### src/rtl/axil_lockstep_cmp.sv
// axil_lockstep_cmp: compares NS shadow AXI-lite slaves against a gold slave and records mismatches
module axil_lockstep_cmp #(
  parameter int DW = 32,
  parameter int NS = 2,
  parameter int SETTLE = 2,
  parameter int TW = 16,
  parameter int CW = 8
) (
  input  logic             S_AXI_ACLK,
  input  logic             S_AXI_ARESET,
  input  logic             i_clear,
  input  logic [NS-1:0]    i_mask,
  input  logic             S_AXI_AWVALID,
  input  logic             S_AXI_WVALID,
  input  logic             S_AXI_ARVALID,
  input  logic             G_AWREADY,
  input  logic             G_WREADY,
  input  logic             G_ARREADY,
  input  logic             G_BVALID,
  input  logic             G_RVALID,
  input  logic [1:0]       G_BRESP,
  input  logic [1:0]       G_RRESP,
  input  logic [DW-1:0]    G_RDATA,
  input  logic [NS-1:0]    U_AWREADY,
  input  logic [NS-1:0]    U_WREADY,
  input  logic [NS-1:0]    U_ARREADY,
  input  logic [NS-1:0]    U_BVALID,
  input  logic [NS-1:0]    U_RVALID,
  input  logic [2*NS-1:0]  U_BRESP,
  input  logic [2*NS-1:0]  U_RRESP,
  input  logic [DW*NS-1:0] U_RDATA,
  output logic             o_armed,
  output logic [NS-1:0]    o_mismatch,
  output logic             o_error,
  output logic [2:0]       o_first_idx,
  output logic [2:0]       o_first_code,
  output logic [TW-1:0]    o_first_time,
  output logic [NS*CW-1:0] o_err_count
);
  localparam int AW = $clog2(SETTLE + 2);
  logic [AW-1:0] arm_cnt;
  logic [TW-1:0] ts;
  logic [NS-1:0] fail;
  logic [2:0] code [NS];
  logic [2:0] first_idx;
  logic [2:0] first_code;
  assign o_armed = !S_AXI_ARESET && arm_cnt == AW'(SETTLE);
  for (genvar k = 0; k < NS; k++) begin : g_sh
    logic [6:0] f;
    assign f = {G_RVALID && ({G_RRESP, G_RDATA} != {U_RRESP[2*k+:2], U_RDATA[DW*k+:DW]}),
                G_BVALID && (G_BRESP != U_BRESP[2*k+:2]),
                G_RVALID != U_RVALID[k],
                G_BVALID != U_BVALID[k],
                S_AXI_ARVALID && (G_ARREADY != U_ARREADY[k]),
                S_AXI_WVALID && (G_WREADY != U_WREADY[k]),
                S_AXI_AWVALID && (G_AWREADY != U_AWREADY[k])};
    assign fail[k] = o_armed && i_mask[k] && |f;
    assign code[k] = f[0] ? 3'd0 : f[1] ? 3'd1 : f[2] ? 3'd2 : f[3] ? 3'd3 :
                     f[4] ? 3'd4 : f[5] ? 3'd5 : 3'd6;
  end
  always_comb begin
    first_idx = '0;
    first_code = '0;
    for (int k = NS - 1; k >= 0; k--) begin
      if (fail[k]) begin
        first_idx = 3'(k);
        first_code = code[k];
      end
    end
  end
  always_ff @(posedge S_AXI_ACLK) begin
    if (S_AXI_ARESET) begin
      arm_cnt <= '0;
      ts <= '0;
      o_mismatch <= '0;
      o_error <= 1'b0;
      o_first_idx <= '0;
      o_first_code <= '0;
      o_first_time <= '0;
      o_err_count <= '0;
    end else begin
      ts <= &ts ? ts : ts + 1'b1;
      if (arm_cnt != AW'(SETTLE)) arm_cnt <= arm_cnt + 1'b1;
      if (i_clear) begin
        o_mismatch <= '0;
        o_error <= 1'b0;
        o_first_idx <= '0;
        o_first_code <= '0;
        o_first_time <= '0;
        o_err_count <= '0;
      end else begin
        o_mismatch <= fail;
        if (!o_error && |fail) begin
          o_error <= 1'b1;
          o_first_idx <= first_idx;
          o_first_code <= first_code;
          o_first_time <= ts;
        end
        for (int k = 0; k < NS; k++)
          if (fail[k] && !(&o_err_count[k*CW+:CW]))
            o_err_count[k*CW+:CW] <= o_err_count[k*CW+:CW] + 1'b1;
      end
    end
  end
endmodule
### config.mk
export PLATFORM = sky130hd
export DESIGN_NAME = axil_lockstep_cmp
export DESIGN_NICKNAME = d
export VERILOG_FILES = /design/src/rtl/axil_lockstep_cmp.sv
export SDC_FILE = /design/constraint.sdc
export NUM_CORES = 1
export LEC_CHECK = 0
export ABC_AREA = 0
export BUFFER_PORTS_ARGS = -buffer_cell sky130_fd_sc_hd__buf_4
export CORE_MARGIN = 2
export CORE_UTILIZATION = 37
export DETAILED_ROUTE_END_ITERATION = 8
export GPL_TIMING_DRIVEN = 0
export PLACE_DENSITY = 0.66
export REMOVE_ABC_BUFFERS = 1
export SLEW_MARGIN = 30
export SYNTH_ARGS = -nofsm -noshare
export SYNTH_HDL_FRONTEND = slang
export SYNTH_SLANG_ARGS = --single-unit
export TNS_END_PERCENT = 20
### constraint.sdc
create_clock -name S_AXI_ACLK -period 3.5 [get_ports S_AXI_ACLK]
set_clock_uncertainty 0.05 [all_clocks]
set_input_delay 0.7 -clock S_AXI_ACLK [delete_from_list [all_inputs] [get_ports S_AXI_ACLK]]
set_output_delay 0.7 -clock S_AXI_ACLK [all_outputs]
set_load 0.01 [all_outputs]
==> impl_metrics.toml <==
[status]
outcome = "completed"

[clock_tree]
cts.clk_slew.worst_paths_ns = 0.06
clockRootBuffer = "clkbuf_8"
numCtsBuffers = 9
cts_resized = 0
cts_max_path_buffers = 2
post_cts_buffers = 0
tritoncts = "done"
cts_hold_buffers = 0
insertion_delay_ns = 0.34
cts_sinks = 57
h-tree-depth = 3

[place]
place.gp.congestion = 0.9756
io_buffers = 170
dp.cells = 722
hpwl_mm = 9.358
placed_cell_area_um2 = 5047

[logic_synthesis]
synth_edf_count = 0
ys_seq_elements = 57
synthDominantCellAreaShare = 0.3125
yosysWarningCount = 0
yosysSeqAreaShare = 0.3125
syn_inst = 434
yosysUniqueCellTypes = 46
avgSynthCellArea_um2 = 8.412
synth_area_um2 = 3651
synth_top_cell_by_area = "dfxtp_1"
synthTopCellsByArea = "dfxtp_1 31%, xor2_1 18%, xnor2_1 6.5%, nand2_1 4.6%, nor2_1 4.5%"
ys.flop_type = "dfxtp_1"
yosysMostFrequentCell = "xor2_1"
async_reset_ff_frac = 0
synth_common_cells = "74 x xor2_1, 57 x dfxtp_1, 45 x nand2_1, 44 x nor2_1, 27 x xnor2_1"

[floorplan]
die-area_um2 = 10680
row_count = 36
core_area_um2 = 9684
io_pins = 173
die_x_um = 103.3
initial_core_util = 0.3770
die_h_um = 103.3

[setup_path]
worstPathCellList = "buf_4, xnor2_1, nand4_1, or4_4, or4_4, a32o_4, nand3_1, o21ai_2"
cpMaxStageDelayCell = "or4_4"
worst_path_largest_cell_delay_ns = 0.59
cp-end-kind = "register"
setup.worst_path.start_class = "primary input"
critPathMaxFanout = 35
crit_type = "primary input to register"
cp_common_cell = "or4_4"
cp.required_ns = 3.66
cp.arrival_ns = 3.28

[detailed_routing]
drc = 0
drt-initial-drc-count = 95
wl_mm = 11.46
wl_per_cell_um = 15.52
drt-vias-per-instance = 4.957
via_count = 3658
drt-pass1-iter-count = 4
ant_nets = 0

[sta]
min_period_ns = 3.121
slew-limit-headroom = 0.6157
rsz0062_at_grt = "no"
final-hold-violation-count = 0
fin_crit_sh = 0.8916
setup_violations = 0
fmax_mhz = 320.5
slew_violations = 0
worst_pin_slew_ns = 0.5704

[grt]
grt-ovfl-total = 0
grt_pass1_vias = 3540
grt_max_degree = 36
grt_pass1_wl_mm = 17.46
antenna_found_initial = 0
track_usage = 0.2143

[power]
power_density_nw_per_um2 = 327.1
vdd_drop_max_mv = 0.2640
finalPower_mw = 1.713
p_leak_nw = 2.223

[final_layout]
layout-drive-gt1-share = 0.3686
design_area_um2 = 5236
n_antenna_cell = 0
utilization = 0.5407
finalNetCount = 735
layoutNonFillerInstCount = 738
area_growth_pct = 43.42

[hold_path]
hold_class = "register to register"

[flow_run]
maxCapViolCount = 0
cell usage in the layout (no fill, tap or decap), types with 2 or more instances in the layout:
cell      Yosys  final
a211oi_1      4      4
a21oi_1      20     20
a22oi_1       3      3
a31o_1        2      2
a31o_2        3      3
and3_1        8      8
buf_4         2    170
clkbuf_1      9      3
clkbuf_8      0     10
clkinv_2      0      2
conb_1        1      2
dfxtp_1      57     57
ha_1          4      4
inv_1         5      5
mux2i_1       5      5
nand2_1      45     45
nand3_1      16     16
nand3_2      14     14
nand4_1      16     16
nor2_1       44     43
nor2b_1       2      2
nor3_1        7      7
nor3b_1       2      2
nor4_1       15     15
o21ai_0       4      4
o21ai_1       4      4
o21ai_2      16     16
or3_1         2      2
or4_1         2      2
or4_4         2      2
xnor2_1      27     27
xor2_1       74     74
state kept, by name, indices dropped and copies added (netlist names):
register	cells
o_err_count	16
o_first_time	16
ts	16
o_first_code	3
arm_cnt	2
o_mismatch	2
o_error	1
o_first_idx	1
critical path: cells and delay by family:
family	cells	cell delay, ns
compound gates	2	0.59
xor+xnor	1	0.44
buf+inv	1	0.13
simple gates	4	1.40
per-stage QoR:
stage | TNS (ns) | hold slack (ns) | setup WS [ns]
after floorplan | 0 | 0.4073 | 0.4840
after CTS | 0 | 0.4098 | 0.4260
after global routing | 0 | 0.4236 | 0.3284
after detailed placement | 0 | 0.3996 | 0.07793
after global placement | -3.085 | 0.3980 | -0.1548
final | 0 | 0.4086 | 0.3795
worst paths after layout:
check,cells after the start,slack [ns],from,end
setup / recovery,8,0.38,G_RVALID,o_first_time[0]
hold / removal,2,0.41,o_first_time[14],o_first_time[14]
setup reg to reg,9,0.88,arm_cnt[0],o_first_time[0]
hold reg to reg,2,0.41,o_first_time[14],o_first_time[14]
layout make-up:
cell class	count	area, um2
clock buffers	13	148.9
clock inverters	3	40.04
well taps	133	166.4
repair buffers	171	1304
multi-input cells	356	2417
fillers	935	4448
inverters	5	18.77
flip-flops and latches	57	1141
where the power goes:
part | internal (mW) | total (mW) | switching, mW
logic | 0.207 | 0.433 | 0.226
clock network | 0.346 | 0.595 | 0.249
registers | 0.669 | 0.684 | 0.0147
total | 1.22 | 1.71 | 0.490
kinds of logic after synthesis:
| kind of cell | Yosys count | synth area share |
|---|---|---|
| muxes | 6 | 0.01679 |
| buffers and inverters | 22 | 0.03118 |
| and+or+nand+nor | 180 | 0.2611 |
| xor gates and xnor gates | 101 | 0.2423 |
| DFF | 57 | 0.3125 |
| other | 1 | 0.001027 |
| AOI/OAI and AO/OA | 63 | 0.1213 |
| adders and majority gates | 4 | 0.01371 |
layer usage:
metal  share of wire  vias up  global-route usage
met4           0.025        0             0.07287
met3           0.051       21             0.04772
met2            0.46       95              0.3516
met1            0.46     1684              0.2790
li1                -     1858                   -
met5               0        -                   0
(Power assumes the default switching activity.)
